[src/rtl/rv32i_pkg.sv]
// Purpose: shared RV32I opcode/format types and per-format field packers.
// Latency: n/a (types and pure functions only).
// Backpressure: n/a.
// Contents: XLEN/FMT_W, opcode_e (shared with decoder), fmt_e, F3_ADDI, pack_* helpers.
package rv32i_pkg;

  localparam int XLEN  = 32;
  localparam int FMT_W = 4;

  typedef enum logic [6:0] {
    OP_LOAD   = 7'b0000011,
    OP_IMM    = 7'b0010011,
    OP_AUIPC  = 7'b0010111,
    OP_STORE  = 7'b0100011,
    OP_OP     = 7'b0110011,
    OP_LUI    = 7'b0110111,
    OP_BRANCH = 7'b1100011,
    OP_JALR   = 7'b1100111,
    OP_JAL    = 7'b1101111
  } opcode_e;

  localparam logic [2:0] F3_ADDI = 3'b000;

  // Values 10..15 are unsupported and flagged as illegal by the encoder.
  typedef enum logic [FMT_W-1:0] {
    FMT_R       = 4'd0,
    FMT_I_LOAD  = 4'd1,
    FMT_I_ALU   = 4'd2,
    FMT_S       = 4'd3,
    FMT_B       = 4'd4,
    FMT_U_AUIPC = 4'd5,
    FMT_U_LUI   = 4'd6,
    FMT_JALR    = 4'd7,
    FMT_JAL     = 4'd8,
    FMT_LI      = 4'd9
  } fmt_e;

  // Immediate arguments take exactly the bit range each format stores, so
  // callers make the discarded bits explicit at the call site.
  function automatic logic [31:0] pack_r(input logic [6:0] f7, input logic [4:0] rs2,
                                         input logic [4:0] rs1, input logic [2:0] f3,
                                         input logic [4:0] rd, input opcode_e op);
    return {f7, rs2, rs1, f3, rd, op};
  endfunction

  function automatic logic [31:0] pack_i(input logic [11:0] imm, input logic [4:0] rs1,
                                         input logic [2:0] f3, input logic [4:0] rd,
                                         input opcode_e op);
    return {imm, rs1, f3, rd, op};
  endfunction

  function automatic logic [31:0] pack_s(input logic [11:0] imm, input logic [4:0] rs2,
                                         input logic [4:0] rs1, input logic [2:0] f3,
                                         input opcode_e op);
    return {imm[11:5], rs2, rs1, f3, imm[4:0], op};
  endfunction

  function automatic logic [31:0] pack_b(input logic [12:1] imm, input logic [4:0] rs2,
                                         input logic [4:0] rs1, input logic [2:0] f3,
                                         input opcode_e op);
    return {imm[12], imm[10:5], rs2, rs1, f3, imm[4:1], imm[11], op};
  endfunction

  function automatic logic [31:0] pack_u(input logic [31:12] imm, input logic [4:0] rd,
                                         input opcode_e op);
    return {imm, rd, op};
  endfunction

  function automatic logic [31:0] pack_j(input logic [20:1] imm, input logic [4:0] rd,
                                         input opcode_e op);
    return {imm[20], imm[10:1], imm[11], imm[19:12], rd, op};
  endfunction

endpackage

[src/rtl/rv32i_encoder_if.sv]
// Purpose: request/response stream bundle of the RV32I encoder.
// Latency: n/a (wires only).
// Backpressure: in_valid/in_ready request side, out_valid/out_ready word side.
// Ports: master = request source / word sink; slave = encoder.
interface rv32i_encoder_if;
  import rv32i_pkg::*;

  logic            in_valid;
  logic            in_ready;
  fmt_e            in_fmt;
  logic [4:0]      in_rd;
  logic [4:0]      in_rs1;
  logic [4:0]      in_rs2;
  logic [2:0]      in_funct3;
  logic [6:0]      in_funct7;
  logic [XLEN-1:0] in_imm;
  logic            out_valid;
  logic            out_ready;
  logic [31:0]     out_instr;
  logic            out_last;
  logic            err_illegal;

  modport master (
    output in_valid, in_fmt, in_rd, in_rs1, in_rs2, in_funct3, in_funct7, in_imm, out_ready,
    input  in_ready, out_valid, out_instr, out_last, err_illegal
  );

  modport slave (
    input  in_valid, in_fmt, in_rd, in_rs1, in_rs2, in_funct3, in_funct7, in_imm, out_ready,
    output in_ready, out_valid, out_instr, out_last, err_illegal
  );

endinterface

[src/rtl/rv32i_field_pack.sv]
// Purpose: combinational fields->instruction word packer, incl. LI hi/lo split.
// Latency: 0 cycles (pure combinational).
// Backpressure: none; the caller decides when the result is consumed.
// Ports: i_fmt/i_rd/i_rs1/i_rs2/i_funct3/i_funct7/i_imm in; o_legal, o_two
//        (LI needs LUI+ADDI), o_word (first word), o_second (ADDI of a pair).
// Config: RV32I_ENCODER_LI_EXPAND_EN enables LI; otherwise FMT_LI is illegal.
module rv32i_field_pack
  import rv32i_pkg::*;
(
  input  fmt_e            i_fmt,
  input  logic [4:0]      i_rd,
  input  logic [4:0]      i_rs1,
  input  logic [4:0]      i_rs2,
  input  logic [2:0]      i_funct3,
  input  logic [6:0]      i_funct7,
  input  logic [XLEN-1:0] i_imm,
  output logic            o_legal,
  output logic            o_two,
  output logic [31:0]     o_word,
  output logic [31:0]     o_second
);

`ifdef RV32I_ENCODER_LI_EXPAND_EN
  // ADDI sign-extends lo, so hi is rounded up whenever lo[11] is set.
  logic [19:0] w_li_hi;
  logic [11:0] w_li_lo;
  logic [31:0] w_li_lui;
  logic [31:0] w_li_addi_rd;
  logic [31:0] w_li_addi_x0;

  assign w_li_hi      = i_imm[31:12] + {19'd0, i_imm[11]};
  assign w_li_lo      = i_imm[11:0];
  assign w_li_lui     = pack_u(w_li_hi, i_rd, OP_LUI);
  assign w_li_addi_rd = pack_i(w_li_lo, i_rd, F3_ADDI, i_rd, OP_IMM);
  assign w_li_addi_x0 = pack_i(w_li_lo, 5'd0, F3_ADDI, i_rd, OP_IMM);
`endif

  always_comb begin
    o_legal  = 1'b1;
    o_two    = 1'b0;
    o_word   = '0;
    o_second = '0;
    case (i_fmt)
      FMT_R:       o_word = pack_r(i_funct7, i_rs2, i_rs1, i_funct3, i_rd, OP_OP);
      FMT_I_LOAD:  o_word = pack_i(i_imm[11:0], i_rs1, i_funct3, i_rd, OP_LOAD);
      FMT_I_ALU:   o_word = pack_i(i_imm[11:0], i_rs1, i_funct3, i_rd, OP_IMM);
      FMT_S:       o_word = pack_s(i_imm[11:0], i_rs2, i_rs1, i_funct3, OP_STORE);
      FMT_B:       o_word = pack_b(i_imm[12:1], i_rs2, i_rs1, i_funct3, OP_BRANCH);
      FMT_U_AUIPC: o_word = pack_u(i_imm[31:12], i_rd, OP_AUIPC);
      FMT_U_LUI:   o_word = pack_u(i_imm[31:12], i_rd, OP_LUI);
      FMT_JALR:    o_word = pack_i(i_imm[11:0], i_rs1, 3'b000, i_rd, OP_JALR);
      FMT_JAL:     o_word = pack_j(i_imm[20:1], i_rd, OP_JAL);
      FMT_LI: begin
`ifdef RV32I_ENCODER_LI_EXPAND_EN
        if (w_li_hi == '0) begin
          o_word = w_li_addi_x0;
        end else if (w_li_lo == '0) begin
          o_word = w_li_lui;
        end else begin
          o_word   = w_li_lui;
          o_second = w_li_addi_rd;
          o_two    = 1'b1;
        end
`else
        o_legal = 1'b0;
`endif
      end
      default: o_legal = 1'b0;
    endcase
  end

endmodule

[src/rtl/rv32i_encoder.sv]
// Purpose: streaming RV32I instruction encoder (fields in, 32-bit words out).
// Latency: 1 cycle; each word is registered and valid the cycle after acceptance.
// Backpressure: in_ready = !out_valid || (out_ready && out_last); output held while stalled.
// Ports: clk, rst_n (async active-low), bus (rv32i_encoder_if.slave).
// Config: RV32I_ENCODER_LI_EXPAND_EN enables LI -> LUI+ADDI expansion.
module rv32i_encoder
  import rv32i_pkg::*;
(
  input logic            clk,
  input logic            rst_n,
  rv32i_encoder_if.slave bus
);

  // IDLE: nothing held. LAST: holding the final word. FIRST: holding the LUI
  // of an LI pair, with the ADDI parked in r_pending.
  typedef enum logic [1:0] {S_IDLE, S_LAST, S_FIRST} state_e;

  state_e      r_state;
  state_e      w_state_nxt;
  logic [31:0] r_instr;
  logic [31:0] w_instr_nxt;
  logic [31:0] r_pending;
  logic [31:0] w_pending_nxt;
  logic        r_err;
  logic        w_err_nxt;

  logic        w_legal;
  logic        w_two;
  logic [31:0] w_word;
  logic [31:0] w_second;
  logic        w_accept;

  rv32i_field_pack u_pack (
    .i_fmt    (bus.in_fmt),
    .i_rd     (bus.in_rd),
    .i_rs1    (bus.in_rs1),
    .i_rs2    (bus.in_rs2),
    .i_funct3 (bus.in_funct3),
    .i_funct7 (bus.in_funct7),
    .i_imm    (bus.in_imm),
    .o_legal  (w_legal),
    .o_two    (w_two),
    .o_word   (w_word),
    .o_second (w_second)
  );

  assign bus.in_ready    = (r_state == S_IDLE) || ((r_state == S_LAST) && bus.out_ready);
  assign w_accept        = bus.in_valid && bus.in_ready;
  assign bus.out_valid   = (r_state != S_IDLE);
  assign bus.out_last    = (r_state == S_LAST);
  assign bus.out_instr   = r_instr;
  assign bus.err_illegal = r_err;

  always_ff @(posedge clk or negedge rst_n) begin
    if (!rst_n) begin
      r_state   <= S_IDLE;
      r_instr   <= '0;
      r_pending <= '0;
      r_err     <= 1'b0;
    end else begin
      r_state   <= w_state_nxt;
      r_instr   <= w_instr_nxt;
      r_pending <= w_pending_nxt;
      r_err     <= w_err_nxt;
    end
  end

  always_comb begin
    w_state_nxt   = r_state;
    w_instr_nxt   = r_instr;
    w_pending_nxt = r_pending;
    w_err_nxt     = 1'b0;

    // Drain the held word first; an accepted request below overrides this.
    case (r_state)
      S_LAST: begin
        if (bus.out_ready) w_state_nxt = S_IDLE;
      end
      S_FIRST: begin
        if (bus.out_ready) begin
          w_state_nxt = S_LAST;
          w_instr_nxt = r_pending;
        end
      end
      default: w_state_nxt = r_state;
    endcase

    // Illegal requests are consumed without disturbing the output stage.
    if (w_accept) begin
      if (w_legal) begin
        w_instr_nxt   = w_word;
        w_pending_nxt = w_second;
        w_state_nxt   = w_two ? S_FIRST : S_LAST;
      end else begin
        w_err_nxt = 1'b1;
      end
    end
  end

endmodule

[src/flat_wrapper.sv]
// flat-port wrapper written by rule: the top's interface ports become plain ports
module rv32i_encoder_flat import rv32i_pkg::*;
  (clk, rst_n, bus_in_valid, bus_in_fmt, bus_in_rd, bus_in_rs1, bus_in_rs2, bus_in_funct3, bus_in_funct7, bus_in_imm, bus_out_ready, bus_in_ready, bus_out_valid, bus_out_instr, bus_out_last, bus_err_illegal);
  rv32i_encoder_if bus_i ();
  input logic clk;
  input logic rst_n;
  input wire logic [$bits(bus_i.in_valid)-1:0] bus_in_valid;
  input wire logic [$bits(bus_i.in_fmt)-1:0] bus_in_fmt;
  input wire logic [$bits(bus_i.in_rd)-1:0] bus_in_rd;
  input wire logic [$bits(bus_i.in_rs1)-1:0] bus_in_rs1;
  input wire logic [$bits(bus_i.in_rs2)-1:0] bus_in_rs2;
  input wire logic [$bits(bus_i.in_funct3)-1:0] bus_in_funct3;
  input wire logic [$bits(bus_i.in_funct7)-1:0] bus_in_funct7;
  input wire logic [$bits(bus_i.in_imm)-1:0] bus_in_imm;
  input wire logic [$bits(bus_i.out_ready)-1:0] bus_out_ready;
  output wire logic [$bits(bus_i.in_ready)-1:0] bus_in_ready;
  output wire logic [$bits(bus_i.out_valid)-1:0] bus_out_valid;
  output wire logic [$bits(bus_i.out_instr)-1:0] bus_out_instr;
  output wire logic [$bits(bus_i.out_last)-1:0] bus_out_last;
  output wire logic [$bits(bus_i.err_illegal)-1:0] bus_err_illegal;
  assign bus_i.in_valid = bus_in_valid;
  assign bus_i.in_fmt = bus_in_fmt;
  assign bus_i.in_rd = bus_in_rd;
  assign bus_i.in_rs1 = bus_in_rs1;
  assign bus_i.in_rs2 = bus_in_rs2;
  assign bus_i.in_funct3 = bus_in_funct3;
  assign bus_i.in_funct7 = bus_in_funct7;
  assign bus_i.in_imm = bus_in_imm;
  assign bus_i.out_ready = bus_out_ready;
  assign bus_in_ready = bus_i.in_ready;
  assign bus_out_valid = bus_i.out_valid;
  assign bus_out_instr = bus_i.out_instr;
  assign bus_out_last = bus_i.out_last;
  assign bus_err_illegal = bus_i.err_illegal;
  rv32i_encoder u_core (.clk(clk), .rst_n(rst_n), .bus(bus_i));
endmodule
[config.mk]
export PLATFORM = sky130hd
export DESIGN_NAME = rv32i_encoder_flat
export DESIGN_NICKNAME = d
export VERILOG_FILES = /design/src/rtl/rv32i_pkg.sv /design/src/rtl/rv32i_encoder_if.sv /design/src/rtl/rv32i_field_pack.sv /design/src/rtl/rv32i_encoder.sv /design/src/flat_wrapper.sv
export SDC_FILE = /design/constraint.sdc
export NUM_CORES = 1
export LEC_CHECK = 0
export ABC_CLOCK_PERIOD_IN_PS = 1990
export CAP_MARGIN = 10
export CORE_ASPECT_RATIO = 0.75
export CORE_MARGIN = 2
export CORE_UTILIZATION = 30
export CTS_BUF_LIST = sky130_fd_sc_hd__clkbuf_8
export DETAILED_ROUTE_END_ITERATION = 10
export REMOVE_ABC_BUFFERS = 1
export SYNTH_ARGS = -nofsm -noshare
export SYNTH_HDL_FRONTEND = slang
export SYNTH_SLANG_ARGS = --single-unit
[constraint.sdc]
create_clock -name clk -period 1.99 [get_ports clk]
set_clock_uncertainty 0.2 [all_clocks]
set_input_delay 0.398 -clock clk [delete_from_list [all_inputs] [get_ports clk]]
set_output_delay 0.398 -clock clk [all_outputs]
set_load 0.01 [all_outputs]
==> results.sh, run 1 <==
export IMPL_fmax_mhz=518
export IMPL_drive_above_1_share_pct=23.3
export IMPL_slew_viol_final=0
export IMPL_worstReg2RegStart="u_core.r_state[0]"
export IMPL_syn_area_mm2=0.00239
export IMPL_crit_buf_inv=3
export IMPL_period_needed_ps=1930
export IMPL_min_to="u_core.bus.out_instr[0]"
export IMPL_path_cells="inv_2 > ha_2 > a21oi_2 > inv_2 > o211ai_2 > and2_4 > clkbuf_16 > a221o_1"
export IMPL_path_class="flop to flop"
export IMPL_power_total_mw=2.59
export IMPL_setup_viol=0
export IMPL_place_area_mm2=0.00386
export IMPL_die_area_mm2=0.00872
export IMPL_cp_required_ps=1970
export IMPL_grt_max_degree=36
export IMPL_post_route_period_util_pct=97.0
export IMPL_rsz0062_at_grt="yes"
export IMPL_p_per_area_mw_per_mm2=635
export IMPL_hpwl_um=6140
export IMPL_cp_data_arrival_time_ps=1910
export IMPL_yosysTopAreaCellShare_pct=36.6
export IMPL_tightest_slew_ps=444
export IMPL_min_from="u_core.bus.out_instr[0]"
export IMPL_pre_cts_ws_ps=-444
export IMPL_synth_cell_types=47
export IMPL_fin_ws_ps=60.1
export IMPL_final_cells=495
export IMPL_initial_core_util_pct=30.7
export IMPL_reg2reg_to="u_core.bus.out_instr[21]"
export IMPL_drt_first_pass_iters=4
export IMPL_netlist_top_cell_by_area="dfrtp_1"
export IMPL_ios=101
export IMPL_grt_usage_pct=19.7
export IMPL_synth_top_flop_cell="dfrtp_1"
export IMPL_place_inst=479
export IMPL_overflow=0
export IMPL_ys_seq_elements=35
export IMPL_drv_cap=0
export IMPL_grt_pass1_wl_um=13300
export IMPL_diodes=0
export IMPL_crit_top_cell="inv_2"
export IMPL_p_leak_nw=1.71
export IMPL_area_growth_pct=70.0
export IMPL_vias=2608
export IMPL_routed_wl_um=8540
export IMPL_avgSynthCellArea_um2=9.81
export IMPL_synth_edff_count=0
export IMPL_r2r_setup_slack_ps=60
export IMPL_gp_congestion=0.849
export IMPL_antenna_found_initial=0
export IMPL_syn_inst=244
export IMPL_avgRoutedWirePerCell_um=17.3
export IMPL_min_delay_path_class="flop to flop"
export IMPL_fp_dieW_um=107
export IMPL_synth_async_sr_flop_share_pct=100
export IMPL_reg2regPathDepth=8
export IMPL_synth_most_common_cell="dfrtp_1"
export IMPL_fin_nets=458
export IMPL_ys_warn_count=0
export IMPL_viasPerCell=5.27
export IMPL_cp_top_family="compound AO/OA/AOI/OAI gates"
export IMPL_drcViolationCount=0
export IMPL_seq_area_frac_synth_pct=36.6
export IMPL_clk_latency_ps=290
export IMPL_slowest_stage="dfrtp_1"
export IMPL_ys_top_cells_by_area="dfrtp_1 37%, a221o_1 10%, a21oi_1 3.3%, mux2_2 3.3%, a211oi_1 3.1%"
export IMPL_first_global_vias=2616
export IMPL_whs_ps=274
export IMPL_fillCellCount=723
export IMPL_root_buffer="clkbuf_8"
export IMPL_end_kind="flop"
export IMPL_cts_made_buffers=5
export IMPL_clockBufferDepth=2
export IMPL_drtAntennaViolNets=0
export IMPL_peakVddDrop_mv=0.302
export IMPL_num_rows=28
export IMPL_status="completed"
export IMPL_h_tree_depth=2
export IMPL_die_h_um=81.4
export IMPL_critical_path_depth=8
export IMPL_io_buffer_count=100
export IMPL_cts_reportedPaths_clkPinSlew_ps=70
export IMPL_final_cell_area_mm2=0.00407
export IMPL_critPathMaxFanout=13
export IMPL_start_kind="flop"
export IMPL_worst_slew_margin_rel_pct=70.4
export IMPL_coreArea_mm2=0.00781
export IMPL_finalHoldViolCount=0
export IMPL_synthTopCellsByCount="35 x dfrtp_1, 24 x a221o_1, 16 x a21oi_1, 13 x nand2_1"
export IMPL_cts_tree="yes"
export IMPL_drt_iter0_drc=144
export IMPL_max_stage_delay_ps=420
export IMPL_cts_sinks=35
export IMPL_whs_path_depth=2
==> cell families after synthesis <==
kind of cell	after synthesis	share of synthesized area, %
simple gates	61	15.1
fa+ha+maj	3	1.57
buf+inv	31	7.16
xor+xnor	2	0.732
flops	35	36.6
compound gates	98	32.7
mux	14	6.22
==> per-layer routing <==
metal | wire length, um | GRT usage [%]
met5 | 0 | 0
met4 | 59 | 5.84
met3 | 534 | 4.33
met2 | 3850 | 30.3
met1 | 4100 | 27.6
==> cells in the final DEF (no fill, tap or decap), drive strengths merged, types with 8 or more instances in the layout <==
master         netlist  routed
clkdlybuf4s50        0      92
buf                 17      59
dfrtp               35      35
a221o               24      24
a21oi               17      17
nand2               13      13
nor2                12      12
a211oi              10      10
inv                 10      10
nor2b                9       9
a221oi               8       8
==> worst min-delay path, delay by kind of cell (launching register included) <==
family / cells / cell delay, ps
flip-flops: 1 / 340
AND/OR/NAND/NOR: 2 / 100
==> registers in the layout (all words and copies together) (netlist names) <==
signal / flops
u_core.bus.err_illegal: 1
u_core.bus.out_instr: 32
u_core.r_state: 2
==> power by group <==
| part | internal [mW] | switching (mW) | leakage, nW |
|---|---|---|---|
| Clock | 0.271 | 0.258 | 0.0470 |
| Sequential | 0.863 | 0.0965 | 0.430 |
| Combinational | 0.673 | 0.425 | 1.23 |
| Total | 1.81 | 0.780 | 1.71 |
==> how the worst max path moves through the flow <==
| stage | start | endpoint | slack (ps) |
|---|---|---|---|
| after global placement | bus_in_fmt[0] | u_core.bus.out_instr[17] | -450 |
| after CTS | u_core.r_state[0] | bus_in_ready | 5 |
| after floorplan | u_core.r_state[1] | u_core.bus.out_instr[10] | -250 |
| after detailed placement | bus_in_fmt[0] | u_core.bus.out_instr[17] | -440 |
| final | u_core.r_state[0] | u_core.bus.out_instr[21] | 60 |
| after global routing | u_core.r_state[0] | u_core.bus.out_instr[8] | -10 |
==> stage by stage <==
step	util (%)	TNS, ps
2_1_floorplan	-	-6640
3_3_place_gp	49.4	-11640
3_5_place_dp	49.4	-11470
4_1_cts	51.5	0
5_1_grt	52.1	-34.4
6_report	52.1	0
==> repair_timing <==
| item | in CTS | in global routing |
|---|---|---|
| gates resized for setup | 16 | 7 |
| setup buffers | 2 | 2 |
| cloned | 3 | 1 |
| hold buffers | 1 | 0 |
| hold endpoints to repair | 35 | 0 |
| pin swaps | 3 | 1 |
| setup endpoints to repair | 30 | 25 |
==> area by class of cell <==
class	count	area, um^2	area share (%)
Sequential cell	35	876	21.5
Multi-Input combinational cell	178	1370	33.6
Inverter	10	37.5	0.922
Tap cell	105	131	3.23
Clock inverter	1	5.00	0.123
Timing Repair Buffer	160	1570	38.6
Clock buffer	6	82.6	2.03
No activity file was read; power rests on OpenSTA's default activity.
==> run 2: changes to the inputs <==
- CAP_MARGIN: 10 -> 25
- CTS_CLUSTER_DIAMETER: default -> 40
==> results of run 2 <==
Same layout as run 1: the final DEF is identical, and so are final timing and power.
